--- src/rtl/alu_pkg.sv ---
// Shared constants and types for the multiplier arbiter and its helpers.
package alu_pkg;

  localparam int OP_W        = 16;  // operand width of the shared multiplier
  localparam int RES_W       = 32;  // product width
  localparam int ST_W        = 3;   // width of the encoded FSM state
  localparam int TIMEOUT_DEF = 24;  // default WAIT-state cycle limit

  typedef enum logic [ST_W-1:0] {
    ST_IDLE  = 3'd0,
    ST_LOAD  = 3'd1,
    ST_START = 3'd2,
    ST_WAIT  = 3'd3,
    ST_RESP  = 3'd4,
    ST_ERR   = 3'd5
  } state_t;

endpackage

--- src/rtl/mult_arbiter_rr_pick2.sv ---
// Two-way round-robin picker: with both requests high, the requester that
// was not served last wins; a lone request always wins.
module rr_pick2
  import alu_pkg::*;
(
  input  logic       req0,
  input  logic       req1,
  input  logic       last,   // 1 = requester 1 was served last
  output logic [1:0] grant   // one-hot, bit N = requester N
);

  // Pure combinational pick.
  always_comb begin
    // NOTE: default assignment first so every path assigns grant; no latch.
    grant = 2'b00;
    if (req0 && req1) begin
      grant = last ? 2'b01 : 2'b10;
    end else if (req0) begin
      grant = 2'b01;
    end else if (req1) begin
      grant = 2'b10;
    end
  end

endmodule

--- src/rtl/mult_arbiter.sv ---
// Arbitrates two requesters onto one shared sequential 16x16 multiplier.
// Each transaction walks IDLE -> LOAD -> START -> WAIT -> RESP/ERR -> IDLE.
// All outputs except busy/state_out are registered.
module mult_arbiter
  import alu_pkg::*;
#(
  parameter int TIMEOUT = TIMEOUT_DEF
) (
  input  logic              clk,
  input  logic              reset_a,
  input  logic              req0,
  input  logic              req1,
  input  logic [OP_W-1:0]   opa0,
  input  logic [OP_W-1:0]   opb0,
  input  logic [OP_W-1:0]   opa1,
  input  logic [OP_W-1:0]   opb1,
  output logic              grant0,
  output logic              grant1,
  output logic              rsp_valid0,
  output logic              rsp_valid1,
  output logic [RES_W-1:0]  result,
  output logic              rsp_err,
  output logic              mult_start,
  output logic [OP_W-1:0]   mult_dataa,
  output logic [OP_W-1:0]   mult_datab,
  input  logic              mult_done,
  input  logic [RES_W-1:0]  mult_product,
  output logic              busy,
  output logic [ST_W-1:0]   state_out
);

  localparam int                CNT_W    = $clog2(TIMEOUT + 1);
  // The counter starts at 0 in the first WAIT cycle, so TIMEOUT-1 marks
  // the last permitted WAIT cycle.
  localparam logic [CNT_W-1:0]  CNT_LAST = CNT_W'(TIMEOUT - 1);

  state_t            state;
  logic              owner;     // 0 = requester 0, 1 = requester 1
  logic              last;      // round-robin pointer: who was served last
  logic [CNT_W-1:0]  wait_cnt;
  logic [1:0]        pick;

  rr_pick2 u_pick (
    .req0  (req0),
    .req1  (req1),
    .last  (last),
    .grant (pick)
  );

  assign busy      = (state != ST_IDLE);
  assign state_out = state;

  // Transaction FSM with registered outputs, wait counter and RR pointer.
  always_ff @(posedge clk) begin
    // NOTE: synchronous reset clears every register, including the data
    // path, so a mid-transaction reset leaves no stale product or pulse.
    if (reset_a) begin
      state      <= ST_IDLE;
      owner      <= 1'b0;
      last       <= 1'b1;  // favour requester 0 after reset
      wait_cnt   <= '0;
      grant0     <= 1'b0;
      grant1     <= 1'b0;
      rsp_valid0 <= 1'b0;
      rsp_valid1 <= 1'b0;
      result     <= '0;
      rsp_err    <= 1'b0;
      mult_start <= 1'b0;
      mult_dataa <= '0;
      mult_datab <= '0;
    end else begin
      // NOTE: non-blocking assignments throughout; the defaults below are
      // overridden by later assignments in the same cycle.
      rsp_valid0 <= 1'b0;
      rsp_valid1 <= 1'b0;
      mult_start <= 1'b0;

      case (state)
        ST_IDLE: begin
          if (pick != 2'b00) begin
            owner  <= pick[1];
            last   <= pick[1];
            grant0 <= pick[0];
            grant1 <= pick[1];
            state  <= ST_LOAD;
          end
        end

        ST_LOAD: begin
          mult_dataa <= owner ? opa1 : opa0;
          mult_datab <= owner ? opb1 : opb0;
          mult_start <= 1'b1;  // high during the START cycle only
          state      <= ST_START;
        end

        ST_START: begin
          wait_cnt <= '0;
          state    <= ST_WAIT;
        end

        ST_WAIT: begin
          if (mult_done) begin
            // A done on the final WAIT cycle still counts as success.
            result     <= mult_product;
            rsp_err    <= 1'b0;
            rsp_valid0 <= ~owner;
            rsp_valid1 <= owner;
            state      <= ST_RESP;
          end else if (wait_cnt == CNT_LAST) begin
            result     <= '0;
            rsp_err    <= 1'b1;
            rsp_valid0 <= ~owner;
            rsp_valid1 <= owner;
            state      <= ST_ERR;
          end else begin
            wait_cnt <= wait_cnt + CNT_W'(1);
          end
        end

        ST_RESP, ST_ERR: begin
          grant0 <= 1'b0;
          grant1 <= 1'b0;
          state  <= ST_IDLE;
        end

        default: state <= ST_IDLE;
      endcase
    end
  end

endmodule

--- config.mk ---
export PLATFORM = sky130hd
export DESIGN_NAME = mult_arbiter
export DESIGN_NICKNAME = d
export VERILOG_FILES = /design/src/rtl/alu_pkg.sv /design/src/rtl/mult_arbiter_rr_pick2.sv /design/src/rtl/mult_arbiter.sv
export SDC_FILE = /design/constraint.sdc
export NUM_CORES = 1
export LEC_CHECK = 0
export ABC_AREA = 1
export CAP_MARGIN = 40
export CORE_MARGIN = 2
export CORE_UTILIZATION = 43
export DETAILED_ROUTE_END_ITERATION = 8
export PLACE_DENSITY = 0.86
export SLEW_MARGIN = 10
export SYNTH_ARGS = -nofsm -noshare
export SYNTH_HDL_FRONTEND = slang
export SYNTH_HIERARCHICAL = 1
export SYNTH_SLANG_ARGS = --single-unit
export TNS_END_PERCENT = 50
--- constraint.sdc ---
create_clock -name clk -period 2.1 [get_ports clk]
set_input_delay 0.42 -clock clk [delete_from_list [all_inputs] [get_ports clk]]
set_output_delay 0.42 -clock clk [all_outputs]
set_load 0.01 [all_outputs]
==> reports/results.ini <==
[finish]
diodes=0
area_growth_pct=58.3
regArea_um2=1600
multi_input_area_um2=1490
drive_gt1_share_pct=5.67
fin_nets=750
finalInstanceArea_um2=5430
fill_cells=586

[setup_path]
critical_path_arrival_ns=1.56
cp-end-kind=primary output
crit_fanout=6
setup.worst_path.class=reg2out
required_ns=1.68
start_kind=register

[route]
drt-total-wl_mm=9.62
initialDrtViolationCount=100
post_drt_wl_per_cell_um=12.7
ant_nets=0
num_vias=3636
drc=0
avgViaCountPerCell=4.82
firstDrtPassIters=4

[synth]
ys_ff_latch=80
synth-edff-count=0
synth_nets=584
synth_mux_area_share_pct=0
synth_seq_area_share_pct=46.7
synthCells=482
synth_top_cells_by_count=nand2_1 (180), dfxtp_1 (80), a21oi_1 (69)
synth_compound_area_share_pct=15.4
synth_flop_cell=dfxtp_1
yosysTopAreaCell=dfxtp_1
synth_top_family_by_area=simple AND/OR/NAND/NOR gates
synth_adder_area_share_pct=0.365
yosys.area_share.simple_pct=27.7
synth-xor-area-share_pct=0
synth_warnings=6
async_reset_ff_share_pct=0
synth_area_um2=3430
synth_area_leaders=dfxtp_1 (47%), nand2_1 (20%), a21oi_1 (10%)
synth.distinct_cells=26
synth_top_area_share_pct=46.7
synth_area_per_cell_um2=7.12
yosysMostFrequentCell=nand2_1

[grt]
antenna_found_initial=0
grt_pass1_wl_mm=15.1
use_met1_pct=24.9
grt_pass1_vias=3360
busiest_layer=met2
met2_usage_pct=37.0
overflow=0
grt.met3_usage_pct=7.74
grt_max_degree=67
track_usage_pct=21.5

[clocking]
clk_pin_slew_ns=0.09
cts.path.max_buffers=2
post_cts_buffers=0
cts_buffers=9
cts_sinks=80
cts-hold-fix-buffers=0
clock_latency_ns=0.34
root_buffer=clkbuf_8
cts_tree=built
cts_max_level=3

[run]
cap_violations=0

[hold_path]
holdCritPathClass=reg2reg

[power]
total_leakage_power_nw=2.16
comb_power_share_pct=26.2
cellPowerDensity_nw_per_um2=747
power.internal_mw=2.90
worst_ir_drop_vdd_v=0.000312
pwr-share-seq_pct=43.2
power_switching_mw=1.15
switching_share_pct=28.4
p_clk_share_pct=30.6

[sta]
setup_viol_count_final=0
timing.final.max_slew_violations=0
max_freq_ghz=0.505
min_period_ns=1.98
setup_tns_ns=0
clock_skew_ns=0.00924
fin_crit_sh_pct=94.3
tightestPinTransition_ns=0.425
hold_violations=0
relSlewSlack_pct=71.7
rsz0062_at_grt=false

[placement]
hpwl_mm=7.20
port_buffers=174
placed_area_um2=5200
gp_congestion=0.818

[die]
ios=175
die_y_um=93.3
die_width_um=93.3
core_area_um2=7730
dieArea_um2=8710
rows=32
initial_core_util_pct=44.4

[outcome]
status=completed

layer usage:
| layer | vias up | part of all wire, % |
|---|---|---|
| li1 | 1843 | - |
| met1 | 1622 | 41 |
| met2 | 161 | 47 |
| met3 | 10 | 11 |
| met4 | 0 | 1.2 |
| met5 | - | 0 |
stage by stage:
step	setup WS [ns]	power, mW	instances	hold slack [ns]	utilization (%)
floorplan	0.789	2.29	482	0.452	-
global placement	0.340	2.82	739	0.430	67.4
detailed placement	0.247	2.85	739	0.436	67.4
CTS	0.00180	4.09	755	0.448	70.2
global route	0.00978	4.29	755	0.464	70.3
finish	0.119	4.05	755	0.447	70.3
power by group through the flow:
stage               logic, mW  registers (mW)  clock network, mW
detailed placement       1.07            1.79                  0
global placement         1.04            1.78                  0
floorplan               0.441            1.85                  0
global route             1.18            1.77               1.34
CTS                      1.07            1.75               1.27
finish                   1.06            1.75               1.24
final timing paths:
path	slack, ns	cells after the start	end	startpoint
setup / recovery	0.12	3	busy	state_out[1]$_SDFFE_PP0P_
hold / removal	0.45	2	mult_dataa[8]$_SDFFE_PP0P_	mult_dataa[8]$_SDFFE_PP0P_
setup reg to reg	0.49	8	result[2]$_SDFFE_PP0P_	wait_cnt[0]$_SDFFE_PP0P_
hold reg to reg	0.45	2	mult_dataa[8]$_SDFFE_PP0P_	mult_dataa[8]$_SDFFE_PP0P_
area by class of cell:
cell class	instances	area share, %
tap	102	2.35
sequential	80	29.5
multi-input combinational	330	27.5
timing repair buffer	183	33.5
inverter	44	3.04
clock inverter	6	1.71
clock buffer	10	2.35
logic make-up after synthesis:
| group | Yosys count |
|---|---|
| AO/OA/AOI/OAI | 105 |
| flip-flops | 80 |
| adder cells (fa/ha/maj) | 1 |
| buffers and inverters | 72 |
| AND/OR/NAND/NOR | 224 |
sequential cells by signal, summed over array words and instances, names as in the netlist:
name	cells
rsp_valid0	1
result	32
wait_cnt	5
last	1
mult_dataa	16
grant1	1
grant0	1
state_out	3
owner	1
mult_datab	16
mult_start	1
rsp_valid1	1
rsp_err	1
worst max-delay path, cell delays in order, from the launching register on:
cell and delay (ns):
dfxtp_1 0.51, nor3_2 0.10, inv_1 0.09, clkdlybuf4s50_1 0.53
repair_timing:
| action | CTS | global route |
|---|---|---|
| hold endpoints to repair | 0 | 0 |
| gates resized for setup | 0 | 1 |
| endpoints found under the setup margin | 0 | 1 |
layout by cell type, fill, tap and decap left out, drive strengths merged:
| cell | count |
|---|---|
| buf | 9 |
| nor3 | 7 |
| nand3 | 12 |
| nand2 | 183 |
| clkbuf | 10 |
| clkdlybuf4s50 | 174 |
| dfxtp | 80 |
| ha | 1 |
| nor2 | 20 |
| nand3b | 2 |
| bufinv | 2 |
| clkinvlp | 2 |
| inv | 44 |
| a21oi | 69 |
| a31oi | 2 |
| o21ai | 34 |
| clkinv | 2 |
(Power assumes the default switching activity.)
